## config.mk

```make
export PLATFORM = sky130hd
export DESIGN_NAME = ex_alu_unit
export DESIGN_NICKNAME = d
export VERILOG_FILES = /design/src/rtl/alu_pkg.sv /design/src/rtl/muldiv_iter.sv /design/src/rtl/ex_alu_unit.sv
export SDC_FILE = /design/constraint.sdc
export NUM_CORES = 1
export LEC_CHECK = 0
export CAP_MARGIN = 20
export CORE_MARGIN = 4
export CORE_UTILIZATION = 35
export DETAILED_ROUTE_END_ITERATION = 16
export PLACE_DENSITY = 0.6
export SLEW_MARGIN = 20
export SYNTH_ARGS = -nofsm -noshare
export SYNTH_HDL_FRONTEND = slang
export SYNTH_HIERARCHICAL = 1
export SYNTH_SLANG_ARGS = --single-unit
```

## constraint.sdc

```tcl
create_clock -name clk -period 12.1 [get_ports clk]
set_input_delay 1.815 -clock clk [delete_from_list [all_inputs] [get_ports clk]]
set_output_delay 1.815 -clock clk [all_outputs]
set_load 0.03 [all_outputs]
```

## src/rtl/alu_pkg.sv

```systemverilog
// Shared encodings for the EX-stage ALU: ALUcontrol codes, ALUOp, funct fields and FSM states.
// Optional divider is enabled by defining EX_ALU_DIV_EN.
package alu_pkg;

  localparam logic [3:0] ALU_AND   = 4'b0000;
  localparam logic [3:0] ALU_OR    = 4'b0001;
  localparam logic [3:0] ALU_ADD   = 4'b0010;
  localparam logic [3:0] ALU_SUB   = 4'b0110;
  localparam logic [3:0] ALU_SLT   = 4'b0111;
  localparam logic [3:0] ALU_SLL   = 4'b1000;
  localparam logic [3:0] ALU_SRL   = 4'b1001;
  localparam logic [3:0] ALU_MFHI  = 4'b1010;
  localparam logic [3:0] ALU_MFLO  = 4'b1011;
  localparam logic [3:0] ALU_NOR   = 4'b1100;
  localparam logic [3:0] ALU_MULTU = 4'b1101;
  localparam logic [3:0] ALU_DIVU  = 4'b1110;
  localparam logic [3:0] ALU_NOP   = 4'b1111;

  localparam logic [1:0] ALUOP_ADD   = 2'b00;
  localparam logic [1:0] ALUOP_SUB   = 2'b01;
  localparam logic [1:0] ALUOP_FUNCT = 2'b10;
  localparam logic [1:0] ALUOP_AND   = 2'b11;

  localparam logic [5:0] F_ADD   = 6'b100000;
  localparam logic [5:0] F_SUB   = 6'b100010;
  localparam logic [5:0] F_AND   = 6'b100100;
  localparam logic [5:0] F_OR    = 6'b100101;
  localparam logic [5:0] F_SLT   = 6'b101010;
  localparam logic [5:0] F_NOR   = 6'b100111;
  localparam logic [5:0] F_SLL   = 6'b000000;
  localparam logic [5:0] F_SRL   = 6'b000010;
  localparam logic [5:0] F_MFHI  = 6'b010000;
  localparam logic [5:0] F_MFLO  = 6'b010010;
  localparam logic [5:0] F_MULTU = 6'b011001;
  localparam logic [5:0] F_DIVU  = 6'b011011;

  typedef enum logic [1:0] {
    ST_IDLE = 2'd0,
    ST_MUL  = 2'd1,
    ST_DIV  = 2'd2,
    ST_DONE = 2'd3
  } md_state_t;

endpackage

```

## src/rtl/muldiv_iter.sv

```systemverilog
// Iterative unsigned multiply (shift-add) and, with EX_ALU_DIV_EN, restoring divide.
// WIDTH iterations after acceptance; hi/lo update on the last one, then one DONE cycle.
module muldiv_iter
  import alu_pkg::*;
#(
  parameter int WIDTH = 32,
  parameter int CNT_W = $clog2(WIDTH) + 1
) (
  input  logic             clk_i,
  input  logic             rst_i,
  input  logic             start_mul_i,
`ifdef EX_ALU_DIV_EN
  input  logic             start_div_i,
`endif
  input  logic [WIDTH-1:0] a_i,
  input  logic [WIDTH-1:0] b_i,
  output logic             idle_o,
  output logic             busy_o,
  output logic [WIDTH-1:0] hi_o,
  output logic [WIDTH-1:0] lo_o
);

  md_state_t        state_q;
  logic [CNT_W-1:0] cnt_q;
  logic [WIDTH-1:0] acc_q, acc_d;
  logic [WIDTH-1:0] q_q, q_d;
  logic [WIDTH-1:0] b_q;
  logic [WIDTH-1:0] hi_q, lo_q;
  logic [WIDTH:0]   mul_sum;
  logic             last;

`ifdef EX_ALU_DIV_EN
  logic [WIDTH:0]   div_sh;
  logic [WIDTH:0]   div_diff;
`endif

  assign last = (cnt_q == CNT_W'(WIDTH - 1));

  // {acc_q, q_q} is the double-width working register for both operations.
  always_comb begin
    mul_sum = {1'b0, acc_q} + (q_q[0] ? {1'b0, b_q} : '0);
    acc_d   = mul_sum[WIDTH:1];
    q_d     = {mul_sum[0], q_q[WIDTH-1:1]};
`ifdef EX_ALU_DIV_EN
    div_sh   = {acc_q, q_q[WIDTH-1]};
    div_diff = div_sh - {1'b0, b_q};
    if (state_q == ST_DIV) begin
      if (!div_diff[WIDTH]) begin
        acc_d = div_diff[WIDTH-1:0];
        q_d   = {q_q[WIDTH-2:0], 1'b1};
      end else begin
        acc_d = div_sh[WIDTH-1:0];
        q_d   = {q_q[WIDTH-2:0], 1'b0};
      end
    end
`endif
  end

  always_ff @(posedge clk_i or posedge rst_i) begin
    if (rst_i) begin
      state_q <= ST_IDLE;
      cnt_q   <= '0;
      acc_q   <= '0;
      q_q     <= '0;
      b_q     <= '0;
      hi_q    <= '0;
      lo_q    <= '0;
    end else begin
      case (state_q)
        ST_IDLE: begin
          if (start_mul_i) begin
            state_q <= ST_MUL;
            q_q     <= a_i;
            b_q     <= b_i;
            acc_q   <= '0;
            cnt_q   <= '0;
          end
`ifdef EX_ALU_DIV_EN
          else if (start_div_i) begin
            state_q <= ST_DIV;
            q_q     <= a_i;
            b_q     <= b_i;
            acc_q   <= '0;
            cnt_q   <= '0;
          end
`endif
        end
        ST_MUL, ST_DIV: begin
          acc_q <= acc_d;
          q_q   <= q_d;
          cnt_q <= cnt_q + 1'b1;
          if (last) begin
            hi_q    <= acc_d;
            lo_q    <= q_d;
            state_q <= ST_DONE;
          end
        end
        default: state_q <= ST_IDLE;
      endcase
    end
  end

  assign idle_o = (state_q == ST_IDLE);
  assign busy_o = (state_q == ST_MUL) || (state_q == ST_DIV);
  assign hi_o   = hi_q;
  assign lo_o   = lo_q;

endmodule

```

## src/rtl/ex_alu_unit.sv

```systemverilog
// EX-stage ALU: combinational decode/datapath plus iterative multu/divu (divu with EX_ALU_DIV_EN).
// stall is high from the accept cycle through the last iteration; held instruction is not relaunched.
module ex_alu_unit
  import alu_pkg::*;
#(
  parameter int WIDTH = 32,
  localparam int CNT_W = $clog2(WIDTH) + 1
) (
  input  logic             clk,
  input  logic             rst,
  input  logic             in_valid,
  input  logic [1:0]       ALUOp,
  input  logic [5:0]       funct,
  input  logic [4:0]       shamt,
  input  logic [WIDTH-1:0] op_a,
  input  logic [WIDTH-1:0] op_b,
  output logic [3:0]       ALUcontrol,
  output logic [WIDTH-1:0] result,
  output logic             zero,
  output logic             stall,
  output logic [WIDTH-1:0] hi,
  output logic [WIDTH-1:0] lo
);

  logic       md_idle, md_busy;
  logic       start_mul;
  logic       start_div;
  logic [5:0] sh_amt;
  logic       slt_bit;

  always_comb begin
    ALUcontrol = ALU_NOP;
    case (ALUOp)
      ALUOP_ADD: ALUcontrol = ALU_ADD;
      ALUOP_SUB: ALUcontrol = ALU_SUB;
      ALUOP_AND: ALUcontrol = ALU_AND;
      default: begin
        case (funct)
          F_ADD:   ALUcontrol = ALU_ADD;
          F_SUB:   ALUcontrol = ALU_SUB;
          F_AND:   ALUcontrol = ALU_AND;
          F_OR:    ALUcontrol = ALU_OR;
          F_SLT:   ALUcontrol = ALU_SLT;
          F_NOR:   ALUcontrol = ALU_NOR;
          F_SLL:   ALUcontrol = ALU_SLL;
          F_SRL:   ALUcontrol = ALU_SRL;
          F_MFHI:  ALUcontrol = ALU_MFHI;
          F_MFLO:  ALUcontrol = ALU_MFLO;
          F_MULTU: ALUcontrol = ALU_MULTU;
`ifdef EX_ALU_DIV_EN
          F_DIVU:  ALUcontrol = ALU_DIVU;
`endif
          default: ALUcontrol = ALU_NOP;
        endcase
      end
    endcase
  end

  // Narrow datapaths clamp the shift so it never exceeds WIDTH-1.
  always_comb begin
    sh_amt = {1'b0, shamt};
    if (sh_amt > 6'(WIDTH - 1)) sh_amt = 6'(WIDTH - 1);
  end

  assign slt_bit = ($signed(op_a) < $signed(op_b));

  always_comb begin
    result = '0;
    case (ALUcontrol)
      ALU_ADD:  result = op_a + op_b;
      ALU_SUB:  result = op_a - op_b;
      ALU_AND:  result = op_a & op_b;
      ALU_OR:   result = op_a | op_b;
      ALU_SLT:  result = {{(WIDTH-1){1'b0}}, slt_bit};
      ALU_NOR:  result = ~(op_a | op_b);
      ALU_SLL:  result = op_b << sh_amt;
      ALU_SRL:  result = op_b >> sh_amt;
      ALU_MFHI: result = hi;
      ALU_MFLO: result = lo;
      default:  result = '0;
    endcase
  end

  assign zero = (result == '0);

  // rst gates start so stall drops immediately on an asynchronous reset.
  assign start_mul = in_valid & ~rst & md_idle & (ALUcontrol == ALU_MULTU);
`ifdef EX_ALU_DIV_EN
  assign start_div = in_valid & ~rst & md_idle & (ALUcontrol == ALU_DIVU);
`else
  assign start_div = 1'b0;
`endif

  assign stall = start_mul | start_div | md_busy;

  muldiv_iter #(
    .WIDTH (WIDTH),
    .CNT_W (CNT_W)
  ) u_muldiv (
    .clk_i       (clk),
    .rst_i       (rst),
    .start_mul_i (start_mul),
`ifdef EX_ALU_DIV_EN
    .start_div_i (start_div),
`endif
    .a_i         (op_a),
    .b_i         (op_b),
    .idle_o      (md_idle),
    .busy_o      (md_busy),
    .hi_o        (hi),
    .lo_o        (lo)
  );

endmodule
```

==> results of run 1 <==
-- worst register-to-register path, stage by stage, from the launching register on --
cell	delay (ps)
dfrtp_1	380
inv_1	60
ha_2	820
clkinv_1	650
nor2_4	740
buf_4	610
nand3_1	200
o211ai_1	190
a221o_1	140
-- synthesized netlist by cell type, types with 19 or more instances --
library cell,n,share of area (%)
a211oi_1,32,1.3
a21o_1,34,1.4
a21oi_1,132,3.6
a221o_1,24,1.3
a221oi_1,23,1.1
a22o_1,24,1.1
and2_1,50,1.7
buf_2,23,0.62
clkbuf_1,101,2.0
dfrtp_1,168,23
ha_1,135,9.1
inv_1,109,2.2
mux2_2,71,4.3
mux2i_1,74,4.0
mux4_2,40,4.8
nand2_1,346,7.0
nand2b_1,22,0.74
nand3_1,58,1.6
nand4_1,28,0.94
nor2_1,146,2.9
nor2b_1,24,0.81
nor3_1,42,1.1
o211ai_1,27,1.1
o21ai_0,120,3.2
o22ai_1,20,0.67
or3_1,19,0.64
xnor2_1,34,1.6
-- stage by stage --
| stage | cells | power [mW] | util, % | hold slack, ps |
|---|---|---|---|---|
| 2_1_floorplan | 2298 | 1.26 | - | 455 |
| 4_1_cts | 3079 | 2.20 | 40.9 | 492 |
| 5_1_grt | 3080 | 2.31 | 40.9 | 518 |
| 3_5_place_dp | 3047 | 1.59 | 39.8 | 477 |
| 6_report | 3082 | 2.20 | 40.9 | 487 |
| 3_3_place_gp | 3046 | 1.58 | 39.7 | 470 |
-- layer usage --
layer	part of all wire [%]	global-route usage [%]
met1	44	41.9
met2	45	46.4
met3	6.9	3.91
met4	4.3	12.0
met5	0	0
-- cell type report --
cell class | count | share of cell area (%)
Antenna cell | 2 | 0.0233
Inverter | 114 | 2.01
Sequential cell | 168 | 19.5
Clock buffer | 19 | 2.06
Timing Repair Buffer | 216 | 9.61
Tap cell | 688 | 4.00
Clock inverter | 13 | 0.768
Multi-Input combinational cell | 1862 | 62.0
-- registers in the layout, indices dropped and copies added, names as in the netlist --
register and flops:
u_muldiv/acc_q 32, u_muldiv/b_q 32, u_muldiv/hi_o 32, u_muldiv/lo_o 32
u_muldiv/q_q 32, u_muldiv/cnt_q 6, u_muldiv/state_q 2
-- power breakdown --
group	total (mW)	internal, mW	switching [mW]
Combinational	0.920	0.323	0.598
Sequential	0.685	0.627	0.0574
Clock	0.597	0.316	0.281
Total	2.20	1.27	0.936
-- layout by cell type, fill, tap and decap left out, types with 27 or more instances in the layout --
master | synthesis | layout
inv_1 | 109 | 108
nand3_1 | 58 | 58
nor3_1 | 42 | 41
mux2i_1 | 74 | 74
dfrtp_1 | 168 | 168
nand2_1 | 346 | 345
a21oi_1 | 132 | 132
xnor2_1 | 34 | 34
buf_4 | 6 | 34
a21o_1 | 34 | 34
mux4_2 | 40 | 40
nor2_1 | 146 | 145
o211ai_1 | 27 | 27
a211oi_1 | 32 | 31
ha_1 | 135 | 134
clkdlybuf4s50_1 | 0 | 178
o21ai_0 | 120 | 120
and2_1 | 50 | 50
nand4_1 | 28 | 28
mux2_2 | 71 | 71
-- cell families (layout without fill, tap and decap cells) --
kind of cell,count (synthesis),count (layout),synth area share [%]
and+or+nand+nor,828,828,21.4
buffers and inverters,268,362,5.97
adders and majority gates,138,138,9.41
DFF,168,168,22.6
other,0,2,0
xor gates and xnor gates,50,50,2.35
AOI/OAI and AO/OA,660,660,25.1
muxes,186,186,13.2
-- worst min path at each step --
stage | slack [ps] | endpoint | cells past startpoint | startpoint
global placement | 470 | u_muldiv/acc_q[0] | 2 | u_muldiv/acc_q[0]
floorplan | 460 | u_muldiv/acc_q[0] | 2 | u_muldiv/acc_q[0]
CTS | 490 | u_muldiv/acc_q[21] | 2 | u_muldiv/acc_q[21]
finish | 490 | u_muldiv/acc_q[21] | 2 | u_muldiv/acc_q[21]
global route | 520 | u_muldiv/acc_q[20] | 1 | u_muldiv/acc_q[20]
detailed placement | 480 | u_muldiv/acc_q[21] | 2 | u_muldiv/acc_q[21]
==> flow_summary.yaml, run 1 <==
place:
  place.gp.congestion: 1.01
  dp_hpwl_mm: 68.0
  post-place-ws_ps: 2790
  postPlaceCellArea_um2: 20900
  io_buffers: 181
sta:
  finClkSkew_ps: 20.6
  fin_crit_sh_pct: 77.4
  hold_viol_final: 0
  fin_crit_ps: 9370
  slew_viol_final: 0
  rsz0062_at_grt: "false"
  relSlewSlack_pct: 23.1
  worst_pin_slew_ps: 1120
  setup_tns_ps: 0
  setup_slack_ps: 2730
  setup_viol: 0
  max_freq_mhz: 107
critical_path:
  crit_arrival_ps: 7550
  rrSetupSlack_ps: 8260
  cp_cell_sequence: "clkdlybuf4s50_1 -> and2b_4 -> o41ai_4 -> inv_2 -> nand2_1 -> nor4_1 -> a2111oi_0 -> nand4_1 -> or4_1 -> nor4b_2 -> nand4_1 -> nand4bb_1 -> nor3_2 -> clkdlybuf4s50_1"
  reg2reg_depth: 8
  cp_num_buf_inv: 3
  crit_path_max_incr_delay_ps: 780
  startpoint_type: "primary input"
  critPathCapture: "zero"
  cp.depth: 14
  cp_data_required_time_ps: 10280
  worstSetupPathType: "in2out"
  cp-end-kind: "output pin"
  r2r-start: "u_muldiv/state_q[1]"
  crit_family: "simple AND/OR/NAND/NOR gates"
  timing.rr.end: "u_muldiv/hi_o[29]"
  cp_slowest_cell: "clkdlybuf4s50_1"
  crit_fanout: 20
  crit_path_start: "funct[0]"
routing:
  wl_mm: 87.0
  vias_per_cell: 6.34
  drtIter0Drc: 2246
  drt_pass1_iterations: 6
  avgRoutedWirePerCell_um: 28.2
  drcViolationCount: 0
  antenna_left: 0
  vias: 19600
grt:
  grt_pass1_vias: 18400
  grt_pass1_wl_mm: 127
  grt_max_degree: 65
  grt-ovfl-total: 0
  antenna_found_initial: 1
  grt_usage_pct: 29.8
yosys:
  postSynthAreaPerCell_um2: 8.09
  ys_warn_count: 6
  seq_area_frac_synth_pct: 22.6
  yosys_most_used_dff: "dfrtp_1"
  syn_inst: 2298
  ys_seq_elements: 168
  synth_nets: 2516
  synth_area_um2: 18600
  async_reset_ff_share_pct: 100
  synth_edf_count: 0
  synth.distinct_cells: 110
clock_tree:
  htree_num_levels: 4
  clock_path_buffers: 2
  cts.sinks: 168
  post_cts_buffers: 0
  cts_buffers: 17
  cts-root-buf: "clkbuf_16"
  post_cts_resized: 0
  cts_hold_buf: 0
  path_clk_slew_ps: 70
  clock_latency_ps: 500
  cts_tree: "built"
floorplanning:
  die_w_um: 239
  ios: 182
  rows: 84
  die-area_um2: 56900
  core-area_um2: 52600
  die_h_um: 239
  start_util_pct: 35.4
run:
  max-cap-violations: 0
final_layout:
  fin_area_um2: 21500
  seq_area_um2: 4200
  nets: 2597
  fillers: 5413
  drive_above_1_share_pct: 9.82
  syn_to_final_growth_pct: 15.7
  multi_input_area_um2: 13300
power:
  power_density_nw_per_um2: 102
  ir_drop_v: 0.000114
  p_leak_nw: 9.53
outcome:
  status: "complete, no violations"
worst_hold_path:
  hold_class: "reg2reg"
No activity file was read; power rests on OpenSTA's default activity.
==> inputs of run 2 (changes only) <==
--- a/config.mk
+++ b/config.mk
@@ -9,7 +9,7 @@
 export CORE_MARGIN = 4
 export CORE_UTILIZATION = 35
 export DETAILED_ROUTE_END_ITERATION = 16
-export PLACE_DENSITY = 0.6
+export PLACE_DENSITY = 0.62
 export SLEW_MARGIN = 20
 export SYNTH_ARGS = -nofsm -noshare
 export SYNTH_HDL_FRONTEND = slang
==> constraint.sdc (replaced) <==
create_clock -name clk -period 7.8 [get_ports clk]
set_input_delay 1.17 -clock clk [delete_from_list [all_inputs] [get_ports clk]]
set_output_delay 1.17 -clock clk [all_outputs]
set_load 0.03 [all_outputs]
==> run 2 against run 1 <==
Register-to-register slack got worse by 4600 ps. Via count increased by 0.23%. Highest routed layer is now met5. Sequential power rose by 56%. Largest power group unchanged. Critical path type unchanged. Cell area increased by 1.0%. Largest cell class unchanged. Clock-buffer cell count stayed put.
==> flow_summary.yaml, run 2 (synthesis results as in run 1) <==
critical_path:
  crit_path_max_incr_delay_ps: 630
  worstSetupPathType: "in2out"
  cp_num_buf_inv: 3
  crit_arrival_ps: 6130
  startpoint_type: "primary input"
  cp_slowest_cell: "clkdlybuf4s50_1"
  cp_data_required_time_ps: 6630
  crit_fanout: 5
  cp-end-kind: "output pin"
  cp_cell_sequence: "clkdlybuf4s50_1 -> inv_1 -> ha_1 -> o21ba_1 -> or4_4 -> a2111oi_2 -> nor2_1 -> xor2_1 -> a2111o_1 -> or4_1 -> nor4b_2 -> nand4_1 -> nand4bb_1 -> nor3_2 -> buf_12"
  crit_family: "simple AND/OR/NAND/NOR gates"
routing:
  vias: 19600
  drtIter0Drc: 2433
  drcViolationCount: 0
  drt_pass1_iterations: 7
  antenna_left: 0
  wl_mm: 85.9
  vias_per_cell: 6.29
  avgRoutedWirePerCell_um: 27.6
sta:
  max_freq_mhz: 137
  setup_tns_ps: 0
  hold_viol_final: 0
  rsz0062_at_grt: "false"
  worst_pin_slew_ps: 1030
  fin_crit_sh_pct: 93.6
  fin_crit_ps: 7300
  finClkSkew_ps: 13.0
  slew_viol_final: 0
  setup_viol: 0
  relSlewSlack_pct: 31.5
grt:
  grt-ovfl-total: 0
  grt_usage_pct: 29.3
  antenna_found_initial: 5
  grt_pass1_wl_mm: 126
  grt_max_degree: 91
  grt_pass1_vias: 18600
power:
  power_density_nw_per_um2: 154
  p_leak_nw: 9.67
  ir_drop_v: 0.000188
floorplanning:
  die-area_um2: 56900
  rows: 84
  die_h_um: 239
  start_util_pct: 35.4
  core-area_um2: 52600
  ios: 182
  die_w_um: 239
place:
  postPlaceCellArea_um2: 21200
  io_buffers: 181
  placed_cells: 3084
  dp_hpwl_mm: 67.6
  place.gp.congestion: 1.12
clock_tree:
  htree_num_levels: 4
  cts_buffers: 17
  cts-root-buf: "clkbuf_16"
  post_cts_buffers: 0
  cts.sinks: 168
  path_clk_slew_ps: 80
  post_cts_resized: 0
  clock_latency_ps: 510
  cts_hold_buf: 0
  cts_tree: "built"
  clock_path_buffers: 2
final_layout:
  fillers: 5355
  seq_area_um2: 4200
  fin_area_um2: 21700
  syn_to_final_growth_pct: 16.9
  drive_above_1_share_pct: 11.1
  final_cell_mix: "nand2_1, clkdlybuf4s50_1, dfrtp_1"
  nets: 2633
  mostFrequentLayoutCell: "nand2_1"
  fin_cells: 3117
  multi_input_area_um2: 13300
worst_hold_path:
  hold_class: "reg2reg"
run:
  max-cap-violations: 0
outcome:
  status: "complete, no violations"
==> run 2: changes by cell type in the layout (fill, tap and decap cells not counted), moves of 2 or more <==
cell      previous run  this run
buf_4               34        72
clkinv_4             3         1
inv_6                3         6
inv_8                2         0
==> run 2: worst reg2reg max path: stages, from the launching register on <==
cell and delay (ps):
dfrtp_1 1010, and2_1 240, ha_1 200, inv_1 80, fa_1 440, nor2b_1 180, o2111ai_1 160, a31oi_1 420
o21ai_0 440, o21ai_0 380, xor2_1 160, mux2_2 280
==> run 2: area by class of cell <==
| type | instances | share of cell area (%) |
|---|---|---|
| Timing Repair Buffer | 252 | 10.8 |
| Clock inverter | 12 | 0.541 |
| Multi-Input combinational cell | 1862 | 61.3 |
| Tap cell | 688 | 3.96 |
| Clock buffer | 19 | 2.04 |
| Antenna cell | 2 | 0.0230 |
| Inverter | 114 | 1.99 |
| Sequential cell | 168 | 19.3 |
==> run 2: layer usage <==
metal / vias up / track usage [%] / wire length (um)
met1: 9693 / 40.4 / 36900
li1: 8724 / - / -
met3: 169 / 5.62 / 6970
met5: - / 0 / 21
met4: 4 / 12.8 / 4070
met2: 1010 / 45.0 / 38000
==> run 2: worst paths after layout <==
path,from,to,slack [ps],cells after the start
max,op_a[1],zero,500,15
min,u_muldiv/q_q[19],u_muldiv/lo_o[18],500,2
max reg2reg,u_muldiv/q_q[0],u_muldiv/hi_o[27],3690,11
min reg2reg,u_muldiv/q_q[19],u_muldiv/lo_o[18],500,2
max in group asynchronous,rst,u_muldiv/lo_o[31],5370,3
min in group asynchronous,rst,u_muldiv/lo_o[7],1260,2
==> run 2: metrics by stage <==
| stage | hold WS (ps) | utilization [%] | setup WS, ps | power, mW |
|---|---|---|---|---|
| CTS | 494 | 41.4 | 547 | 3.35 |
| floorplan | 455 | - | 1800 | 1.95 |
| global route | 512 | 41.4 | 294 | 3.51 |
| finish | 496 | 41.4 | 499 | 3.35 |
| global placement | 471 | 40.3 | 620 | 2.46 |
| detailed placement | 478 | 40.3 | 568 | 2.47 |
==> run 2: report_power, final <==
group / switching, mW / internal [mW] / leakage, nW
Sequential: 0.100 / 0.973 / 2.26
Combinational: 0.915 / 0.506 / 7.15
Clock: 0.407 / 0.449 / 0.263
==> inputs of run 3 (changes only) <==
==> constraint.sdc (replaced) <==
create_clock -name clk -period 7.8 [get_ports clk]
set_input_delay 2.34 -clock clk [delete_from_list [all_inputs] [get_ports clk]]
set_output_delay 2.34 -clock clk [all_outputs]
set_load 0.03 [all_outputs]
==> run 3 against run 2 <==
Critical endpoint unchanged. Clock skew grew 5.5 ps. Cell area rose by 31%. Sequential share of layout area decreased by 4.5 points. The run now ends with setup timing left. Clock power grew 6.0%. First-iteration DRC count is 5.6% higher. Via count rose by 13%. Register-to-register slack got worse by 40 ps.
==> flow_summary.yaml, run 3 (synthesis results as in run 1) <==
outcome:
  status: "complete, but fails checks"
  failed_checks: "setup timing"
sta:
  rsz0062_at_grt: "true"
  slew_viol_final: 0
  max_freq_mhz: 116
  fin_crit_sh_pct: 111
  fin_crit_ps: 8660
  setup_viol: 5
  hold_viol_final: 0
  setup_slack_ps: -855
  finClkSkew_ps: 18.6
  worst_pin_slew_ps: 958
  relSlewSlack_pct: 35.5
clock_tree:
  clock_latency_ps: 510
  path_clk_slew_ps: 80
  cts_tree: "built"
  cts_hold_buf: 0
  htree_num_levels: 4
  cts.sinks: 168
  clock_path_buffers: 2
  cts_buffers: 17
  cts-root-buf: "clkbuf_16"
power:
  p_int_mw: 2.32
  ir_drop_v: 0.000157
  p_leak_nw: 13.4
  power_density_nw_per_um2: 140
  pwr-share-comb_pct: 50.6
  pwr-share-clk_pct: 22.8
  p_sw_mw: 1.66
  switching_share_pct: 41.7
  finalPower_mw: 3.97
  seqPwrFrac_pct: 26.6
grt:
  grt_pass1_vias: 21600
  antenna_found_initial: 3
  grt_max_degree: 61
  grt_usage_pct: 33.7
  grt-ovfl-total: 0
  grt_pass1_wl_mm: 144
place:
  post-place-ws_ps: -1310
  place.gp.congestion: 1.08
  dp_hpwl_mm: 78.8
  io_buffers: 181
routing:
  avgRoutedWirePerCell_um: 26.1
  drtIter0Drc: 2570
  vias_per_cell: 5.87
  vias: 22200
  drt_pass1_iterations: 5
  wl_mm: 98.5
  drcViolationCount: 0
  antenna_left: 0
critical_path:
  crit_fanout: 2
  worstSetupPathType: "in2out"
  crit_path_max_incr_delay_ps: 560
  cp_num_buf_inv: 4
  cp_slowest_cell: "or4_4"
  cp_data_required_time_ps: 5460
  crit_arrival_ps: 6320
  crit_family: "simple AND/OR/NAND/NOR gates"
  cp_cell_sequence: "clkdlybuf4s15_1 -> inv_2 -> ha_4 -> or4_4 -> a2111oi_4 -> nor2_2 -> xor2_1 -> a2111o_1 -> or4_4 -> nor4b_4 -> buf_4 -> nand4_1 -> nand4bb_4 -> nor3_4 -> buf_12"
  cp-end-kind: "output pin"
  startpoint_type: "primary input"
  crit_path_frequent_cell: "or4_4"
  rrSetupSlack_ps: 3650
floorplanning:
  ios: 182
  die_w_um: 239
  core-area_um2: 52600
  start_util_pct: 35.4
  die_h_um: 239
  rows: 84
  die-area_um2: 56900
final_layout:
  nets: 3289
  syn_to_final_growth_pct: 52.7
  final_cell_mix: "buf_4, nand2_1, dfrtp_1"
  mostFrequentLayoutCell: "buf_4"
  fillers: 4934
  drive_above_1_share_pct: 37.8
run:
  max-cap-violations: 0
worst_hold_path:
  hold_class: "reg2reg"
run 3: changes by cell type in the layout (fill, tap and decap cells not counted), moves of 24 or more:
cell / change
buf_6: +43
buf_12: +36
inv_1: -24
buf_4: +609
ha_1: -32
clkdlybuf4s50_1: -89
run 3: path summary, 6_finish.rpt:
kind	from	to	cells past startpoint
setup / recovery	op_b[4]	zero	15
hold / removal	u_muldiv/q_q[19]	u_muldiv/lo_o[18]	2
setup reg to reg	u_muldiv/state_q[0]	u_muldiv/hi_o[29]	9
hold reg to reg	u_muldiv/q_q[19]	u_muldiv/lo_o[18]	2
max in group asynchronous	rst	u_muldiv/acc_q[11]	3
min in group asynchronous	rst	u_muldiv/lo_o[12]	2
run 3: cell type report:
type	instances	area (um2)	area share, %
multi-input combinational	1862	14500	51.2
timing repair buffer	908	7760	27.3
sequential	168	4200	14.8
tap	688	861	3.03
inverter	114	448	1.58
clock buffer	18	429	1.51
clock inverter	14	163	0.573
antenna	1	2.50	0.00881
run 3: through the flow:
stage | util [%] | area [um2] | hold WS (ps) | setup TNS, ps | instances
after floorplan | - | 18700 | 455 | -244 | 2298
after global placement | 49.6 | 26100 | 469 | -10350 | 3684
after detailed placement | 49.6 | 26100 | 479 | -10840 | 3684
after CTS | 52.9 | 27800 | 490 | -2160 | 3753
after global routing | 54.0 | 28400 | 516 | -2320 | 3772
final | 54.0 | 28400 | 493 | -1660 | 3773
run 3: routing by layer:
metal | routed length [um] | part of all wire, % | GRT usage (%)
met1 | 41400 | 42 | 45.5
met2 | 45000 | 46 | 54.3
met3 | 7080 | 7.2 | 4.83
met4 | 5060 | 5.1 | 14.3
met5 | 12 | 0.012 | 0
run 3: power by group through the flow:
stage	Clock (mW)	Combinational, mW	Sequential, mW
floorplan	0	0.915	1.04
global placement	0	1.81	1.07
detailed placement	0	1.83	1.07
CTS	0.918	1.93	1.06
global route	0.952	2.13	1.07
finish	0.907	2.01	1.06
run 3: worst register-to-register path, cell delays in order (launching register included):
cell	delay (ps)
dfrtp_1	390
inv_1	60
ha_2	320
buf_4	680
clkinv_1	750
nor2_4	680
buf_4	690
nand3_1	200
o211ai_1	190
a221o_1	130
run 3: timing repair:
item,in CTS,in global routing
pin swaps,62,54
endpoints found under the setup margin,23,18
resized for setup,278,132
setup buffers,39,22
